`src/rtl/decoder_seq.sv`:
```
// decoder_seq: registered one-hot decoder with a direct-select handshake and
// an up/down scan mode.
// A two-state FSM (IDLE/RUN) says whether dout carries a live selection.
// In scan modes the index advances once every STEP enabled RUN cycles.
// In that case wrap pulses for one cycle when the index rolls over.

module decoder_seq #(
    parameter int SEL_W   = 2,
    parameter int STEP    = 1,
    parameter int ACT_LOW = 0,
    localparam int N      = 1 << SEL_W
) (
    input  logic             clk,
    input  logic             rst_n,
    input  logic             en,
    input  logic [1:0]       mode,
    input  logic [SEL_W-1:0] sel,
    input  logic             sel_valid,
    output logic             sel_ready,
    output logic [N-1:0]     dout,
    output logic [SEL_W-1:0] idx,
    output logic             out_valid,
    output logic             wrap
);

    typedef enum logic [1:0] {
        MODE_DIRECT  = 2'b00,
        MODE_SCAN_UP = 2'b01,
        MODE_SCAN_DN = 2'b10,
        MODE_OFF     = 2'b11
    } mode_e;

    typedef enum logic {
        ST_IDLE = 1'b0,
        ST_RUN  = 1'b1
    } state_e;

    localparam logic [7:0]       STEP_LAST = 8'(STEP - 1);
    localparam logic [N-1:0]     INACTIVE  = (ACT_LOW != 0) ? {N{1'b1}} : {N{1'b0}};
    localparam logic [SEL_W-1:0] IDX_MAX   = {SEL_W{1'b1}};
    localparam logic [SEL_W-1:0] IDX_ONE   = SEL_W'(1);

    // Parameter range guards, evaluated at elaboration time only.
    if (SEL_W < 1 || SEL_W > 6) begin : g_bad_sel_w
        $error("decoder_seq: SEL_W must be in 1..6");
    end
    if (STEP < 1 || STEP > 255) begin : g_bad_step
        $error("decoder_seq: STEP must be in 1..255");
    end

    state_e           r_state;
    mode_e            r_prev_mode;
    logic [SEL_W-1:0] r_idx;
    logic [7:0]       r_cnt;
    logic             r_wrap;
    logic [N-1:0]     r_dout;

    mode_e            w_mode;
    logic             w_mode_chg;
    logic             w_accept;
    state_e           w_state_nxt;
    logic [SEL_W-1:0] w_idx_nxt;
    logic [7:0]       w_cnt_nxt;
    logic             w_wrap_nxt;
    logic [N-1:0]     w_dout_nxt;

    assign w_mode     = mode_e'(mode);
    assign w_mode_chg = (w_mode != r_prev_mode);
    assign sel_ready  = en && (w_mode == MODE_DIRECT);
    assign w_accept   = sel_ready && sel_valid;

    // Next-state logic: FSM transition, index, step counter, wrap and decode.
    // NOTE: every signal assigned in this block gets a default first, so no path leaves it unassigned and no latch is inferred.
    always_comb begin
        w_state_nxt = r_state;
        w_idx_nxt   = r_idx;
        w_cnt_nxt   = r_cnt;
        w_wrap_nxt  = 1'b0;

        unique case (w_mode)
            MODE_OFF: begin
                // OFF overrides en: drop the selection, keep the index.
                w_state_nxt = ST_IDLE;
                w_cnt_nxt   = 8'd0;
            end

            MODE_DIRECT: begin
                if (w_mode_chg) begin
                    w_cnt_nxt = 8'd0;
                end
                if (w_accept) begin
                    w_idx_nxt   = sel;
                    w_state_nxt = ST_RUN;
                end
            end

            MODE_SCAN_UP, MODE_SCAN_DN: begin
                // A fresh mode restarts the step count from the current index.
                if (w_mode_chg) begin
                    w_cnt_nxt = 8'd0;
                end
                if (en) begin
                    if (r_state == ST_IDLE) begin
                        w_state_nxt = ST_RUN;
                    end else if (!w_mode_chg) begin
                        if (r_cnt == STEP_LAST) begin
                            w_cnt_nxt = 8'd0;
                            if (w_mode == MODE_SCAN_UP) begin
                                w_idx_nxt  = r_idx + IDX_ONE;
                                w_wrap_nxt = (r_idx == IDX_MAX);
                            end else begin
                                w_idx_nxt  = r_idx - IDX_ONE;
                                w_wrap_nxt = (r_idx == '0);
                            end
                        end else begin
                            w_cnt_nxt = r_cnt + 8'd1;
                        end
                    end
                end
            end
        endcase

        // Decode the next index so dout lines up with idx/out_valid.
        w_dout_nxt = INACTIVE;
        if (w_state_nxt == ST_RUN) begin
            w_dout_nxt = (N'(1) << w_idx_nxt) ^ INACTIVE;
        end
    end

    // State register with asynchronous active-low reset.
    // NOTE: sequential state uses non-blocking assignments so every register samples pre-edge values.
    always_ff @(posedge clk or negedge rst_n) begin
        if (!rst_n) begin
            r_state     <= ST_IDLE;
            r_prev_mode <= MODE_DIRECT;
            r_idx       <= '0;
            r_cnt       <= 8'd0;
            r_wrap      <= 1'b0;
            r_dout      <= INACTIVE;
        end else begin
            r_state     <= w_state_nxt;
            r_prev_mode <= w_mode;
            r_idx       <= w_idx_nxt;
            r_cnt       <= w_cnt_nxt;
            r_wrap      <= w_wrap_nxt;
            r_dout      <= w_dout_nxt;
        end
    end

    assign dout      = r_dout;
    assign idx       = r_idx;
    assign out_valid = (r_state == ST_RUN);
    assign wrap      = r_wrap;

endmodule
```
`config.mk`:
```
export PLATFORM = sky130hd
export DESIGN_NAME = decoder_seq
export DESIGN_NICKNAME = d
export VERILOG_FILES = /design/src/rtl/decoder_seq.sv
export SDC_FILE = /design/constraint.sdc
export NUM_CORES = 1
export LEC_CHECK = 0
export CORE_MARGIN = 5
export CORE_UTILIZATION = 40
export CTS_BUF_LIST = sky130_fd_sc_hd__clkbuf_2
export DETAILED_ROUTE_END_ITERATION = 7
export PLACE_DENSITY_LB_ADDON = 0.1
export SETUP_SLACK_MARGIN = 0.05
export SLEW_MARGIN = 40
export SYNTH_ARGS = -nofsm -noshare
export SYNTH_HDL_FRONTEND = slang
export SYNTH_SLANG_ARGS = --single-unit
```
`constraint.sdc`:
```
create_clock -name clk -period 2.4 [get_ports clk]
set_clock_uncertainty 0.05 [all_clocks]
set_input_delay 0.48 -clock clk [delete_from_list [all_inputs] [get_ports clk]]
set_output_delay 0.48 -clock clk [all_outputs]
set_load 0.1 [all_outputs]
```
# Word-level counts from Yosys, hierarchy flattened
# Cells that the tools add are included.
dict set report totals {
  regBits 18
  input_bits 8
  out_inout_bits 9
  wordCells 44
}
dict set report classes {
  addsub 3
  n_eq_ne 5
  n_shift 1
  mux 23
  n_reduce_logical 6
}
# cell n
set ops {}
lappend ops {{8-bit 2-to-1 mux} 5}
lappend ops {{8-bit case mux with 3 select lines} 1}
lappend ops {{2-bit 2-to-1 mux} 6}
lappend ops {{8-bit by 1-bit adder with 8-bit output, second input constant} 1}
lappend ops {{8-bit zero test} 1}
lappend ops {{1-bit 2-to-1 mux} 8}
lappend ops {{2-bit equality test, second input constant} 3}
lappend ops {{2-bit zero test} 2}
lappend ops {{4-bit 2-to-1 mux} 1}
lappend ops {{2-bit case mux with 2 select lines} 1}
lappend ops {{1-bit by 2-bit left shift with 4-bit output, first input constant} 1}
lappend ops {{1-bit case mux with 3 select lines} 1}
lappend ops {{2-bit by 1-bit adder with 2-bit output, second input constant} 1}
lappend ops {{2-bit by 1-bit equality test with 1-bit output, second input constant} 1}
lappend ops {{1-bit logical AND} 2}
lappend ops {{2-bit != test} 1}
lappend ops {{2-bit OR reduction} 1}
lappend ops {{2-bit by 1-bit subtractor with 2-bit output, second input constant} 1}

# Logic depth before layout (Yosys ltp)
dict set report depth {
  depth_word 9
  depth_mapped 8
  ltp_nobuf 8
}

# Least setup slack after synthesis
# No wires, ideal clock.
dict set report synth_path {
  kind {flip-flop to flip-flop}
  startpoint {register r_state, in the netlist out_valid}
  endpoint {register r_cnt[7]}
  setup_ns 0.099
  arrival_time_ns 2.088
  t_required_ns 2.251
  slack_ns 0.163
  stages_incl_launch_ff 7
  n_path_buf 1
  synth_period_minus_slack_ns 2.237
  path_cell_list {dfrtp_1 > nand2_1 > nor3_4 > and3b_2 > buf_6 > a41oi_1 > a311oi_1}
}
dict set report synth_via {
  elab_chain_len 3
}
# item line
set synth_lines {}
lappend synth_lines {{start, declared} 51} ;# state_e r_state;
lappend synth_lines {{start signal, assigned} 141} ;# r_state <= w_state_nxt;
lappend synth_lines {{8-bit 2-to-1 mux} 103} ;# if (r_state == ST_IDLE) begin
lappend synth_lines {{8-bit 2-to-1 mux} 102} ;# if (en) begin
lappend synth_lines {{8-bit case mux with 3 select lines} 80} ;# unique case (w_mode)
lappend synth_lines {{named net w_cnt_nxt[7]} 63} ;# logic [7:0] w_cnt_nxt;
lappend synth_lines {{end signal, assigned} 144} ;# r_cnt <= w_cnt_nxt;
lappend synth_lines {{end, declared} 54} ;# logic [7:0] r_cnt;
# The timed path passes the listed nets, and every way through them passes these cells.

# Worst setup path after layout
dict set report layout_path {
  startpoint {input port mode[1]}
  endpoint {output port sel_ready}
}
dict set report layout_via {
  elab_chain_len 2
}
# item line
set layout_lines {}
lappend layout_lines {{start, declared} 16} ;# input logic [1:0] mode,
lappend layout_lines {{2-bit zero test} 69} ;# assign sel_ready = en && (w_mode == MODE_DIRECT);
lappend layout_lines {{1-bit logical AND} 69}
lappend layout_lines {{end, declared} 19} ;# output logic sel_ready,
# No other way between the ends.

==> flow_metrics.tcl <==
set metrics [dict create \
    ys_ff_latch 18 \
    ant_nets 0 \
    r2r_end "dout[2]" \
    drv_cap 0 \
    hold_viol_final 0 \
    seq_area_frac_synth_pct 43.53 \
    area_delta_synth_final_pct 22.85 \
    place.gp.congestion 0.7352 \
    pin_count 17 \
    switchingPower_w 0.0003450 \
    multi_input_area_sq_um 543.0 \
    syn_area_per_cell_sq_um 10.14 \
    required_ps 1870 \
    ir_drop_mv 0.3801 \
    synth_fp_nets 115 \
    antenna_found_initial 0 \
    sequentialPowerShare_pct 43.2 \
    hold_buffers 0 \
    cts.repair.resized 0 \
    clkSinkCount 18 \
    grt_pass1_wl_mm 3.719 \
    clk_pin_slew_ps 180 \
    synthArstFlopShare_pct 100.0 \
    initial_core_util_pct 41.77 \
    dr_total_vias 837 \
    antenna_cells 0 \
    finalNetCount 140 \
    ff2ff_path_depth 5 \
    layout.cells.non_filler 156 \
    die_area_sq_um 3704 \
    p_clk_share_pct 16.1 \
    overflow 0 \
    core_sq_um 2477 \
    drive_gt1_share_pct 19.84 \
    rsz0062_at_grt "false" \
    power_density_nw_per_um2 627.7 \
    hp-class "in -> async" \
    numCtsBuffers 3 \
    wl_mm 2.058 \
    grt_pass1_vias 826 \
    synth_cell_types 33 \
    drt-wirelength-per-cell_um 13.19 \
    critPathMaxFanout 6 \
    port_buffers 16 \
    ys_warn_count 0 \
    cp_cell_sequence "clkdlybuf4s50_1 -> inv_1 -> ha_1 -> and2_1 -> buf_12" \
    avgViaCountPerCell 5.365 \
    finalMaxSlewViolations 0 \
    synth_edf_count 0 \
    setup_tns_ps 0 \
    cp_slowest_cell "clkdlybuf4s50_1" \
    dieWidth_um 60.86 \
    p_leak_nw 0.5723 \
    cts_max_path_buffers 2 \
    placed_cells 152 \
    place_hpwl_mm 1.557 \
    clock_latency_ps 290 \
    end_kind "output pin" \
    finalCritPeriodShare_pct 94.08 \
    setup_viol 0 \
    max_freq_ghz 0.4429 \
    synthCells 102 \
    startpoint_type "input pin" \
    cts_tree "built" \
    grt_usage_pct 13.21 \
    reg2reg_from "r_cnt[5]" \
    drt_iter0_drc 14 \
    postCtsSetupRepairBufs 0 \
    layout_common_cells "dfrtp_1, buf_4, a21oi_1" \
    drc 0 \
    p_int_w 0.0004529 \
    h-tree-depth 1 \
    fin_crit_ps 2258 \
    cts-root-buf "clkbuf_2" \
    grt_max_degree 19 \
    comb_power_share_pct 40.7 \
    die_y_um 60.86 \
    num_rows 18 \
    crit_type "in -> out" \
    p_sw_share_pct 43.24 \
    status "completed" \
    mostFrequentLayoutCell "dfrtp_1" \
    arrival_ps 1730 \
    slew_headroom_pct 76.06 \
    cp-startpoint "mode[1]" \
    fillers 241 \
    holdWs_ps 433.6 \
    ys.flop_type "dfrtp_1" \
    worstMarginPinSlew_ps 355.4 \
    r2r_slack_ps 510 \
    syn_area_sq_um 1035 \
    register_area_sq_um 450.4 \
    firstDrtPassIters 5 \
    slowest_delay_ps 460 \
]
==> registers in the layout (all words and copies together), names as in the netlist <==
signal / count
idx: 2
dout: 4
r_cnt: 8
r_prev_mode: 2
wrap: 1
out_valid: 1
==> area by class of cell <==
cell class,count,share of cell area (%)
sequential,18,35.43
tap,30,2.953
inverter,7,2.067
clock inverter,1,0.2953
clock buffer,3,1.181
timing repair buffer,22,15.35
multi-input combinational,75,42.72
==> worst max-delay path by stage <==
stage / to / slack (ps) / cells after the start
2_1_floorplan: r_cnt[7] / 160 / 6
3_3_place_gp: dout[0] / -20 / 9
3_5_place_dp: r_cnt[6] / -40 / 6
4_1_cts: sel_ready / 120 / 5
5_1_grt: sel_ready / 60 / 5
6_report: sel_ready / 140 / 5
==> critical path: cells and delay by family <==
family / cells / cell delay, ps
fa+ha+maj: 1 / 280
simple gates: 1 / 210
buf+inv: 3 / 740
==> synthesized netlist by cell type (all sizes together), types with 2 or more instances <==
library cell   n  area, sq um
nand2b         5        31.28
a21o           2        16.27
xor2           2        17.52
nor2           3        11.26
a21oi          9        45.04
xnor2          2        17.52
dfrtp         18        450.4
ha             5        62.56
and3           5        32.53
nand3          3        15.01
and2           4        25.02
a41oi          3        26.28
inv            7        26.28
nand2          8        30.03
nor3           3        26.28
a311oi         7        61.31
and4           2        18.77
o21ai          2        10.01
nor2b          2        12.51
==> metrics by stage <==
step           utilization, %  cell area [sq um]  setup WS [ps]  power (W)
2_1_floorplan               -               1035          162.9  0.0005911
5_1_grt                 51.31               1271          63.16  0.0008461
4_1_cts                 51.31               1271          119.2  0.0008109
3_5_place_dp            50.56               1252         -39.59  0.0006771
6_report                51.31               1271          142.0  0.0007979
3_3_place_gp            50.56               1252         -17.08  0.0006759
==> routing by layer <==
metal  vias up  GRT usage, %  wire length, um
met5         -             0                0
li1        423             -                -
met3         0         2.553               83
met2        17         21.68              964
met4         0         2.786                0
met1       397         18.13             1009
==> logic make-up after synthesis <==
logic type / share of synthesized area, %
XOR/XNOR: 3.386
AND/OR/NAND/NOR: 22.37
adder cells (fa/ha/maj): 6.046
buffers and inverters: 3.990
flip-flops: 43.53
AO/OA/AOI/OAI: 20.68
==> power by group through the flow <==
| stage | Clock, W | Combinational, W | Sequential, W |
|---|---|---|---|
| floorplan | 0 | 0.0000963 | 0.000495 |
| global placement | 0 | 0.000327 | 0.000349 |
| detailed placement | 0 | 0.000327 | 0.000350 |
| CTS | 0.000138 | 0.000328 | 0.000345 |
| global route | 0.000151 | 0.000346 | 0.000348 |
| finish | 0.000128 | 0.000325 | 0.000344 |
Note: power is estimated with default switching activity, not from simulation.
